[src/rtl/hw_pkg.sv]
// Shared types and helpers for the iterative Hamming-weight engine.
package hw_pkg;

  typedef enum logic [1:0] {
    IDLE = 2'd0,
    RUN  = 2'd1,
    DONE = 2'd2
  } state_t;

  function automatic int unsigned cw(input int unsigned width);
    return $clog2(width + 1);
  endfunction

endpackage

[src/rtl/hw_chunk.sv]
// Combinational popcount of an N-bit vector.
module hw_chunk #(
  parameter int unsigned N = 8
) (
  input  logic [N-1:0]             v,
  output logic [$clog2(N+1)-1:0]   cnt
);

  localparam int unsigned W = $clog2(N + 1);

  always_comb begin
    cnt = '0;
    for (int unsigned i = 0; i < N; i++) begin
      cnt = cnt + W'(v[i]);
    end
  end

endmodule

[src/rtl/hw_iter.sv]
// Multi-cycle Hamming-weight engine: popcount(a) or popcount(a^b), CHUNK bits per clock,
// with valid/ready handshakes on both sides.
module hw_iter
  import hw_pkg::*;
#(
  parameter  int unsigned WIDTH = 32,
  parameter  int unsigned CHUNK = 8,
  localparam int unsigned CW    = cw(WIDTH)
) (
  input  logic             clk,
  input  logic             rst,
  input  logic             in_valid,
  output logic             in_ready,
  input  logic             mode,
  input  logic [WIDTH-1:0] a,
  input  logic [WIDTH-1:0] b,
  output logic             out_valid,
  input  logic             out_ready,
  output logic [CW-1:0]    count,
  output logic             all_ones,
  output logic             busy
);

  localparam int unsigned NCHUNK = (CHUNK == 0) ? 1 : WIDTH / CHUNK;
  localparam int unsigned IW     = (NCHUNK > 1) ? $clog2(NCHUNK) : 1;
  localparam int unsigned PW     = $clog2(CHUNK + 1);

  generate
    if (CHUNK == 0 || CHUNK > WIDTH) begin : g_bad_chunk
      $error("hw_iter: CHUNK must satisfy 1 <= CHUNK <= WIDTH");
    end else if (WIDTH % CHUNK != 0) begin : g_bad_div
      $error("hw_iter: WIDTH must be a multiple of CHUNK");
    end
  endgenerate

  state_t           state, state_nxt;
  logic [WIDTH-1:0] data_q;
  logic [CW-1:0]    acc, acc_nxt;
  logic [IW-1:0]    idx;
  logic [PW-1:0]    pc;
  logic             last;

  hw_chunk #(.N(CHUNK)) u_chunk (
    .v   (data_q[CHUNK-1:0]),
    .cnt (pc)
  );

  assign acc_nxt = acc + CW'(pc);
  assign last    = (idx == IW'(NCHUNK - 1));

  always_ff @(posedge clk) begin
    if (rst) state <= IDLE;
    else     state <= state_nxt;
  end

  always_comb begin
    state_nxt = state;
    in_ready  = 1'b0;
    out_valid = 1'b0;
    busy      = 1'b1;
    case (state)
      IDLE: begin
        in_ready = 1'b1;
        busy     = 1'b0;
        if (in_valid) state_nxt = RUN;
      end
      RUN:  if (last) state_nxt = DONE;
      DONE: begin
        out_valid = 1'b1;
        if (out_ready) state_nxt = IDLE;
      end
      default: state_nxt = IDLE;
    endcase
    all_ones = out_valid && (count == CW'(WIDTH));
  end

  // count is loaded from the final accumulate so it is valid the cycle DONE is entered
  always_ff @(posedge clk) begin
    if (rst) begin
      data_q <= '0;
      acc    <= '0;
      idx    <= '0;
      count  <= '0;
    end else begin
      case (state)
        IDLE: if (in_valid) begin
          data_q <= mode ? (a ^ b) : a;
          acc    <= '0;
          idx    <= '0;
        end
        RUN: begin
          acc    <= acc_nxt;
          data_q <= data_q >> CHUNK;
          idx    <= idx + IW'(1);
          if (last) count <= acc_nxt;
        end
        default: ;
      endcase
    end
  end

endmodule

[config.mk]
export PLATFORM = sky130hd
export DESIGN_NAME = hw_iter
export DESIGN_NICKNAME = d
export VERILOG_FILES = /design/src/rtl/hw_pkg.sv /design/src/rtl/hw_chunk.sv /design/src/rtl/hw_iter.sv
export SDC_FILE = /design/constraint.sdc
export NUM_CORES = 1
export LEC_CHECK = 0
export ABC_AREA = 1
export CAP_MARGIN = 20
export CORE_MARGIN = 3
export CORE_UTILIZATION = 48
export CTS_CLUSTER_DIAMETER = 60
export CTS_CLUSTER_SIZE = 8
export DETAILED_ROUTE_END_ITERATION = 7
export HOLD_SLACK_MARGIN = 0.1
export PLACE_DENSITY = 0.9
export SLEW_MARGIN = 40
export SYNTH_ARGS = -nofsm -noshare
export SYNTH_HDL_FRONTEND = slang
export SYNTH_SLANG_ARGS = --single-unit
[constraint.sdc]
create_clock -name clk -period 5.04 [get_ports clk]
set_clock_uncertainty 0.15 [all_clocks]
set_input_delay 0.756 -clock clk [delete_from_list [all_inputs] [get_ports clk]]
set_output_delay 0.756 -clock clk [all_outputs]
set_load 0.01 [all_outputs]
==> flow_summary.ini, run 1 <==
[detailed_routing]
drt_first_pass_iters = 4
vias = 2657
route.met3.wl_um = 417
viasPerCell = 5.16
wl_um = 6600
wl_met1_um = 2760
routedWlPerCell_um = 12.8
dr.max_layer_used = met4
ant_nets = 0
routed-wl-met2_um = 3360
drt_iter0_markers = 235
drc_errors = 0

[yosys]
syn-cell-area_um2 = 2790
synth_top_family_by_area = simple AND/OR/NAND/NOR gates
synth_top_area_share = 0.345
synthXorXnorAreaFrac = 0.0880
syn_nets = 458
synthMuxAreaShare = 0
ys_ff_latch = 48
yosysTopAreaCell = dfxtp_1
ys_types = 29
ys.flop_type = dfxtp_1
synth_warnings = 0
synthAdderAreaFrac = 0.0718
synthCells = 376
yosys-top-cells-area = dfxtp_1 (34%), nand2_1 (15%), a21oi_1 (7.5%)
yosysMostFrequentCell = nand2_1
synth_compound_area_frac = 0.180
ys_top_cells_by_count = nand2_1 (111), dfxtp_1 (48), a21oi_1 (42)
synth.avg_cell_area_um2 = 7.41
synthSimpleGateAreaFrac = 0.224
async_reset_ff_frac = 0
synth_edf_count = 0
ys_seq_area_frac = 0.345

[setup_path]
worstPathCellList = ha_1, inv_1, fa_1, fa_1, fa_1, fa_1, inv_1, fa_1, nand3_1, nand2_1, or2_2, nand3_1, a21oi_1
end_kind = flop
crit_path_max_incr_delay_ps = 500
cp.required_ps = 5070
slowest_stage = fa_1
critPathMaxFanout = 2
crit_top_cell = fa_1
r2r_end = acc[4]
worstPathArrival_ps = 3870
critical_path_buf_inv_count = 2
cpLargestDelayFamily = adder cells
crit_type = reg2reg
r2r_slack_ps = 1200
critPathLaunchType = flop
rr_worst_depth = 13
rr_startpoint = data_q[1]

[worst_hold_path]
hold_start = data_q[26]
hold_end = data_q[26]
hp-class = reg2reg
min_path_cells = 2

[global_route]
grt_overflow = 0
grt_pass1_vias = 2495
grt_max_degree = 39
antenna_found_initial = 0
grt_usage = 0.202
grt_pass1_wl_um = 10800

[clock_tree]
cts_made_buffers = 5
insertion_delay_ps = 310
cts_htree_levels = 2
cts_resized = 0
cts_root_buf = clkbuf_8
cts_setup_buffers = 0
clk_pin_slew_ps = 90
clock_sinks = 48
clk_path_buf_depth = 2
ctsHoldBuffers = 0
cts_tree = yes

[run]
maxCapViolCount = 0

[final_layout]
fill_cells = 441
n_antenna_cell = 0
fin_nets = 524
drive_gt1_frac = 0.0474
syn_to_final_growth_pct = 30.6
seq_area_um2 = 961
multi_input_area_um2 = 1570

[sta]
tightest_slew_ps = 622
max_freq_mhz = 261
drv_slew = 0
hold_ws_ps = 319
setup_viol = 0
finalHoldViolations = 0
fin_crit_sh = 0.761
tns_ps = 0
finalCriticalPeriod_ps = 3840
rsz0062_at_grt = no
relSlewSlack = 0.585

[place]
place.gp.congestion = 0.796
dp_hpwl_um = 4910
port_buffers = 78

[floorplan]
rows = 27
die_x_um = 82.2
initial_core_util = 0.500
io_pins = 79
die_h_um = 82.2
fp.dieArea_um2 = 6760
core_um2 = 5570

[power_and_ir_drop]
p_per_area_nw_per_um2 = 282
total_leakage_power_nw = 1.46
peakVddDrop_v = 0.000132

[status]
status = finished, final reports clean
worst reg2reg max path, stage by stage, from the launching register on:
cell and delay [ps]:
dfxtp_1 320, ha_1 270, inv_1 40, fa_1 490, fa_1 430, fa_1 420, fa_1 500, inv_1 60
fa_1 430, nand3_1 100, nand2_1 70, or2_2 290, nand3_1 80, a21oi_1 60
where the power goes:
group | internal (mW) | switching (mW)
sequential | 0.412 | 0.0189
combinational | 0.145 | 0.169
clock | 0.147 | 0.137
state kept, by name (all words and copies together) (netlist names):
signal and count:
data_q 32, acc 6, state 2, idx 2, count 6
logic make-up after synthesis:
family,after synthesis
AOI/OAI and AO/OA,94
xor gates and xnor gates,28
adders and majority gates,13
buffers and inverters,50
DFF,48
and+or+nand+nor,143
cell type report:
cell class | count | share of cell area
inverter | 30 | 0.0337
clock buffer | 5 | 0.0189
clock inverter | 3 | 0.0117
sequential | 48 | 0.264
multi-input combinational | 278 | 0.432
tap | 72 | 0.0247
timing repair buffer | 79 | 0.215
worst max path at each step:
stage	cells after the start	startpoint	end	slack (ps)
finish	13	data_q[1]	acc[4]	1200
global route	13	data_q[0]	acc[4]	1080
CTS	13	data_q[0]	count[4]	1210
detailed placement	13	data_q[0]	acc[4]	1220
global placement	13	data_q[0]	count[4]	1290
floorplan	13	data_q[0]	acc[4]	1390
routing by layer:
layer,up-vias,GRT usage
li1,1354,-
met1,1205,0.239
met2,91,0.362
met3,7,0.0466
met4,0,0.0532
met5,-,0
layout by cell type (no fill, tap or decap), drive strengths merged:
master         count
o21ai             38
inv               30
clkinvlp           1
o21bai             1
a31oi              6
dfxtp             48
nor2               8
or2                1
xor2              19
xnor2              9
clkdlybuf4s50     77
nand3b             6
bufinv             1
nand2            112
nand4              1
fa                 5
a21oi             46
buf                2
nand3             14
o21a               3
clkbuf             5
clkinv             1
ha                 8
nor4               1
stage by stage:
step / cell area (um^2) / setup WS, ps / cells / power (mW) / utilization
floorplan: 2790 / 1390 / 376 / 0.646 / -
detailed placement: 3530 / 1220 / 507 / 0.749 / 0.633
global placement: 3530 / 1290 / 507 / 0.731 / 0.634
CTS: 3640 / 1210 / 515 / 1.02 / 0.653
global route: 3640 / 1080 / 515 / 1.09 / 0.653
finish: 3640 / 1200 / 515 / 1.03 / 0.653
No activity file was read; power rests on OpenSTA's default activity.
==> run 2, diff against run 1 <==
--- a/config.mk
+++ b/config.mk
@@ -8,12 +8,12 @@
 export ABC_AREA = 1
 export CAP_MARGIN = 20
 export CORE_MARGIN = 3
-export CORE_UTILIZATION = 48
+export CORE_UTILIZATION = 43
 export CTS_CLUSTER_DIAMETER = 60
 export CTS_CLUSTER_SIZE = 8
 export DETAILED_ROUTE_END_ITERATION = 7
 export HOLD_SLACK_MARGIN = 0.1
-export PLACE_DENSITY = 0.9
+export PLACE_DENSITY = 0.86
 export SLEW_MARGIN = 40
 export SYNTH_ARGS = -nofsm -noshare
 export SYNTH_HDL_FRONTEND = slang
==> constraint.sdc (replaced) <==
create_clock -name clk -period 3.4 [get_ports clk]
set_clock_uncertainty 0.15 [all_clocks]
set_input_delay 0.51 -clock clk [delete_from_list [all_inputs] [get_ports clk]]
set_output_delay 0.51 -clock clk [all_outputs]
set_load 0.01 [all_outputs]
==> run 2 against run 1 <==
Sequential cell count unchanged. Die area increased by 11%. Routed wire length increased by 1.0%. Via count decreased by 2.2%. Sequential share of layout area decreased by 0.71 points. The run now ends with setup timing left. Critical endpoint is now count[4]. Largest cell class unchanged. Worst hold slack got worse by 1.7 ps. Largest power group unchanged. Clock-buffer cell count increased by 3. First-iteration DRC count decreased by 41%. Register-to-register slack got worse by 1500 ps. Power increased by 49%. Utilization decreased by 3.8 points.
==> flow_summary.ini, run 2 (same netlist as run 1, synthesis figures left out) <==
[floorplan]
die_h_um = 86.5
initial_core_util = 0.457
io_pins = 79
die_x_um = 86.5
core_um2 = 6100
rows = 28
fp.dieArea_um2 = 7480

[sta]
tightest_slew_ps = 649
finalHoldViolations = 0
worst_slack_ps = -287
fin_crit_sh = 1.08
setup_viol = 10
tns_ps = -2110
relSlewSlack = 0.566
rsz0062_at_grt = yes
max_freq_mhz = 271
finalCriticalPeriod_ps = 3690
drv_slew = 0

[place]
dpl.cell_count = 514
dp_hpwl_um = 4950
pre_cts_slack_ps = -237
port_buffers = 78
place.gp.congestion = 0.783

[setup_path]
cpLargestDelayFamily = adder cells
critPathLaunchType = flop
rr_startpoint = data_q[1]
crit_type = reg2reg
end_kind = flop
slowest_stage = fa_2
path_depth = 13
critPathMaxFanout = 2
crit_top_cell = fa_2
worstPathCellList = ha_4, inv_2, fa_1, fa_1, fa_2, fa_2, inv_2, fa_2, nand3_2, nand2_2, or2_4, nand3_2, a21oi_1
startpoint = data_q[1]
rr_worst_depth = 13
cp.required_ps = 3430
critical_path_buf_inv_count = 2
crit_path_max_incr_delay_ps = 540
worstPathArrival_ps = 3720

[global_route]
grt_pass1_vias = 2597
antenna_found_initial = 0
grt_overflow = 0
grt_usage = 0.178
grt_pass1_wl_um = 10800
grt_max_degree = 34

[final_layout]
multi_input_area_um2 = 1650
fill_cells = 542
reg_top3 = data_q (32), acc (6), count (6)
final_common_cell = nand2_1
largest_reg_flops = 32
n_antenna_cell = 0
drive_gt1_frac = 0.0893
syn_to_final_growth_pct = 34.6
largest_register = data_q
final_cells = 523
seq_area_um2 = 963
fin_nets = 529
mostFrequentLayoutCells = nand2_1 (110), clkdlybuf4s50_1 (78), dfxtp_1 (46), a21oi_1 (40)

[clock_tree]
insertion_delay_ps = 300
cts_tree = yes
cts_made_buffers = 5
cts_htree_levels = 2
clock_sinks = 48
clk_path_buf_depth = 2
cts_root_buf = clkbuf_8
clk_pin_slew_ps = 80

[detailed_routing]
drt_iter0_markers = 139
wl_um = 6670
routedWlPerCell_um = 12.7
drt_first_pass_iters = 4
vias = 2599
drc_errors = 0
viasPerCell = 4.97
ant_nets = 0

[worst_hold_path]
hold_start = data_q[24]
min_path_cells = 2
hp-class = reg2reg

[status]
status = finished, violations left
violations = setup timing

[power_and_ir_drop]
cell_internal_pwr_mw = 1.04
switchingPower_mw = 0.487
p_comb_frac = 0.353
switching_share = 0.319
total_leakage_power_nw = 1.48
power_frac_seq = 0.420
peakVddDrop_v = 0.000192
p_per_area_nw_per_um2 = 407
pwr-share-clk = 0.228

[run]
maxCapViolCount = 0
## run 2: power groups by stage
stage	combinational [mW]	clock, mW	sequential [mW]
CTS	0.489	0.351	0.638
global placement	0.461	0	0.648
global route	0.602	0.376	0.646
detailed placement	0.485	0	0.651
finish	0.539	0.348	0.641
floorplan	0.327	0	0.643
## run 2: worst paths after layout
check,end,slack [ps]
setup / recovery,count[4],-290
hold / removal,data_q[24],320
setup reg to reg,count[4],-290
hold reg to reg,data_q[24],320
## run 2: what timing repair did
item / in CTS / in global routing
setup endpoints to repair: 10 / 10
resized for setup: 0 / 17
buffers inserted: 0 / 1
pin swaps: 0 / 3
hold buffers: 0 / 0
hold endpoints to repair: 0 / 0
## run 2: layout make-up
| cell class | count | share of cell area |
|---|---|---|
| Inverter | 30 | 0.0327 |
| Sequential cell | 48 | 0.257 |
| Tap cell | 75 | 0.0250 |
| Timing Repair Buffer | 84 | 0.222 |
| Clock buffer | 8 | 0.0240 |
| Multi-Input combinational cell | 278 | 0.439 |
## run 2: per-layer routing
metal | share of wire | vias to the layer above | track usage
met3 | 0.046 | 14 | 0.0418
met5 | 0 | - | 0
met1 | 0.42 | 1146 | 0.197
met2 | 0.51 | 73 | 0.331
li1 | - | 1366 | -
met4 | 0.022 | 0 | 0.0567
## run 2: per-stage QoR
step / instance area, um^2 / utilization / hold WS [ps] / power, mW
after floorplan: 2800 / - / 283 / 0.971
after global placement: 3580 / 0.588 / 298 / 1.11
after detailed placement: 3580 / 0.588 / 304 / 1.14
after CTS: 3670 / 0.603 / 316 / 1.48
after global routing: 3750 / 0.615 / 344 / 1.62
final: 3750 / 0.615 / 318 / 1.53
## run 2: worst register-to-register path, cell delays in order (launching register included)
cell,delay (ps)
dfxtp_2,340
ha_4,260
inv_2,30
fa_1,510
fa_1,450
fa_2,380
fa_2,540
inv_2,50
fa_2,380
nand3_2,80
nand2_2,60
or2_4,240
nand3_2,60
a21oi_1,60
==> run 3, diff against run 2 <==
--- a/config.mk
+++ b/config.mk
@@ -7,7 +7,8 @@
 export LEC_CHECK = 0
 export ABC_AREA = 1
 export CAP_MARGIN = 20
-export CORE_MARGIN = 3
+export CORE_ASPECT_RATIO = 1.75
+export CORE_MARGIN = 2
 export CORE_UTILIZATION = 43
 export CTS_CLUSTER_DIAMETER = 60
 export CTS_CLUSTER_SIZE = 8
==> run 3 against run 2 <==
The flow still finishes with violations (setup timing). Cell count rose by 0.96%. Final area grew 1.2%. Power increased by 0.37%. Clock power about the same. Via count up 0.54%. Combinational power up 0.7%. Critical endpoint unchanged. Largest power group unchanged.
==> flow_summary.ini, run 3 (same netlist as run 1, synthesis figures left out) <==
[final_layout]
seq_area_um2 = 963
fin_nets = 529
final_util = 0.610
largest_register = data_q
fin_area_um2 = 3800
syn_to_final_growth_pct = 36.2
mostFrequentLayoutCells = nand2_1 (106), clkdlybuf4s50_1 (78), dfxtp_1 (46), a21oi_1 (40), o21ai_0 (25)
final_common_cell = nand2_1
fill_cells = 535
n_antenna_cell = 0
drive_gt1_frac = 0.116
multi_input_area_um2 = 1690
reg_top3 = data_q (32), acc (6), count (6)
largest_reg_flops = 32

[global_route]
antenna_found_initial = 0
grt_usage = 0.188
grt_overflow = 0
grt_max_degree = 34
grt_pass1_wl_um = 11000
grt_pass1_vias = 2563

[setup_path]
worstPathCellList = ha_4, inv_2, fa_1, fa_1, fa_2, fa_2, inv_2, fa_2, nand3_2, nand2_2, or2_4, nand3_2, a21oi_1
end_kind = flop
rr_startpoint = data_q[1]
crit_path_max_incr_delay_ps = 540
cpLargestDelayFamily = adder cells
cp.required_ps = 3430
startpoint = data_q[1]
path_depth = 13
crit_type = reg2reg
rr_worst_depth = 13
worstPathArrival_ps = 3710
critPathMaxFanout = 2
slowest_stage = fa_2
crit_top_cell = fa_2
critPathLaunchType = flop
critical_path_buf_inv_count = 2

[clock_tree]
cts_made_buffers = 5
cts_root_buf = clkbuf_8
insertion_delay_ps = 310
cts_htree_levels = 2
clk_pin_slew_ps = 90
clock_sinks = 48
cts_tree = yes
clk_path_buf_depth = 2

[floorplan]
initial_core_util = 0.448
io_pins = 79
core_um2 = 6230
die_x_um = 64.9
fp.dieArea_um2 = 7170
rows = 38
die_h_um = 111

[sta]
relSlewSlack = 0.559
fin_crit_sh = 1.08
worst_slack_ps = -278
finalHoldViolations = 0
finalCriticalPeriod_ps = 3680
rsz0062_at_grt = yes
drv_slew = 0
tightest_slew_ps = 661
setup_viol = 10
hold_ws_ps = 315
tns_ps = -1800
max_freq_mhz = 272

[detailed_routing]
drt_first_pass_iters = 4
drt_iter0_markers = 55
viasPerCell = 4.95
drc_errors = 0
routedWlPerCell_um = 12.2
wl_um = 6450
ant_nets = 0
vias = 2613

[run]
maxCapViolCount = 0

[status]
violations = setup timing
status = finished, violations left

[power_and_ir_drop]
total_leakage_power_nw = 1.49
p_per_area_nw_per_um2 = 404
total_power_mw = 1.53
peakVddDrop_v = 0.000305

[place]
place.gp.congestion = 0.748
dp_hpwl_um = 4770
dpl_cell_area_um2 = 3590
port_buffers = 78

[worst_hold_path]
hold_start = data_q[29]
hp-class = reg2reg
min_path_cells = 2
[run 3: per-stage QoR]
stage                     cells  worst slack [ps]
final                       528              -278
after global routing        528              -364
after CTS                   528              -256
after detailed placement    519              -234
after global placement      519              -151
after floorplan             376             -88.2
[run 3: final timing paths]
path | to | slack (ps)
hold / removal | data_q[29] | 320
hold reg to reg | data_q[29] | 320
setup reg to reg | count[4] | -280
setup / recovery | count[4] | -280
[run 3: repair_timing]
action                     in CTS  in global routing
setup buffers                   1                  0
pin swaps                       4                  1
hold buffers                    0                  0
setup endpoints to repair      10                 10
resized for setup              15                 12
[run 3: cell type report]
class | count | share of cell area
clock buffers | 6 | 0.0217
clock inverters | 2 | 0.00264
repair buffers | 84 | 0.218
multi-input cells | 278 | 0.445
flip-flops and latches | 48 | 0.254
inverters | 30 | 0.0323
well taps | 80 | 0.0264
[run 3: tightest hold or removal path, cell delays in order, from the launching register on]
cell and delay (ps):
dfxtp_1 310, nand2_1 60, a21oi_1 50
[run 3: power by group]
group	switching [mW]	total, mW	internal, mW	leakage (nW)
Clock	0.186	0.349	0.162	0.0510
Sequential	0.0307	0.642	0.611	0.395
Combinational	0.277	0.543	0.265	1.05
[run 3: layer usage]
layer | global-route usage | up-vias | part of all wire
met5 | 0 | - | 0
met4 | 0.0638 | 0 | 0.014
met3 | 0.0244 | 8 | 0.035
met2 | 0.357 | 66 | 0.56
met1 | 0.205 | 1178 | 0.39
li1 | - | 1361 | -
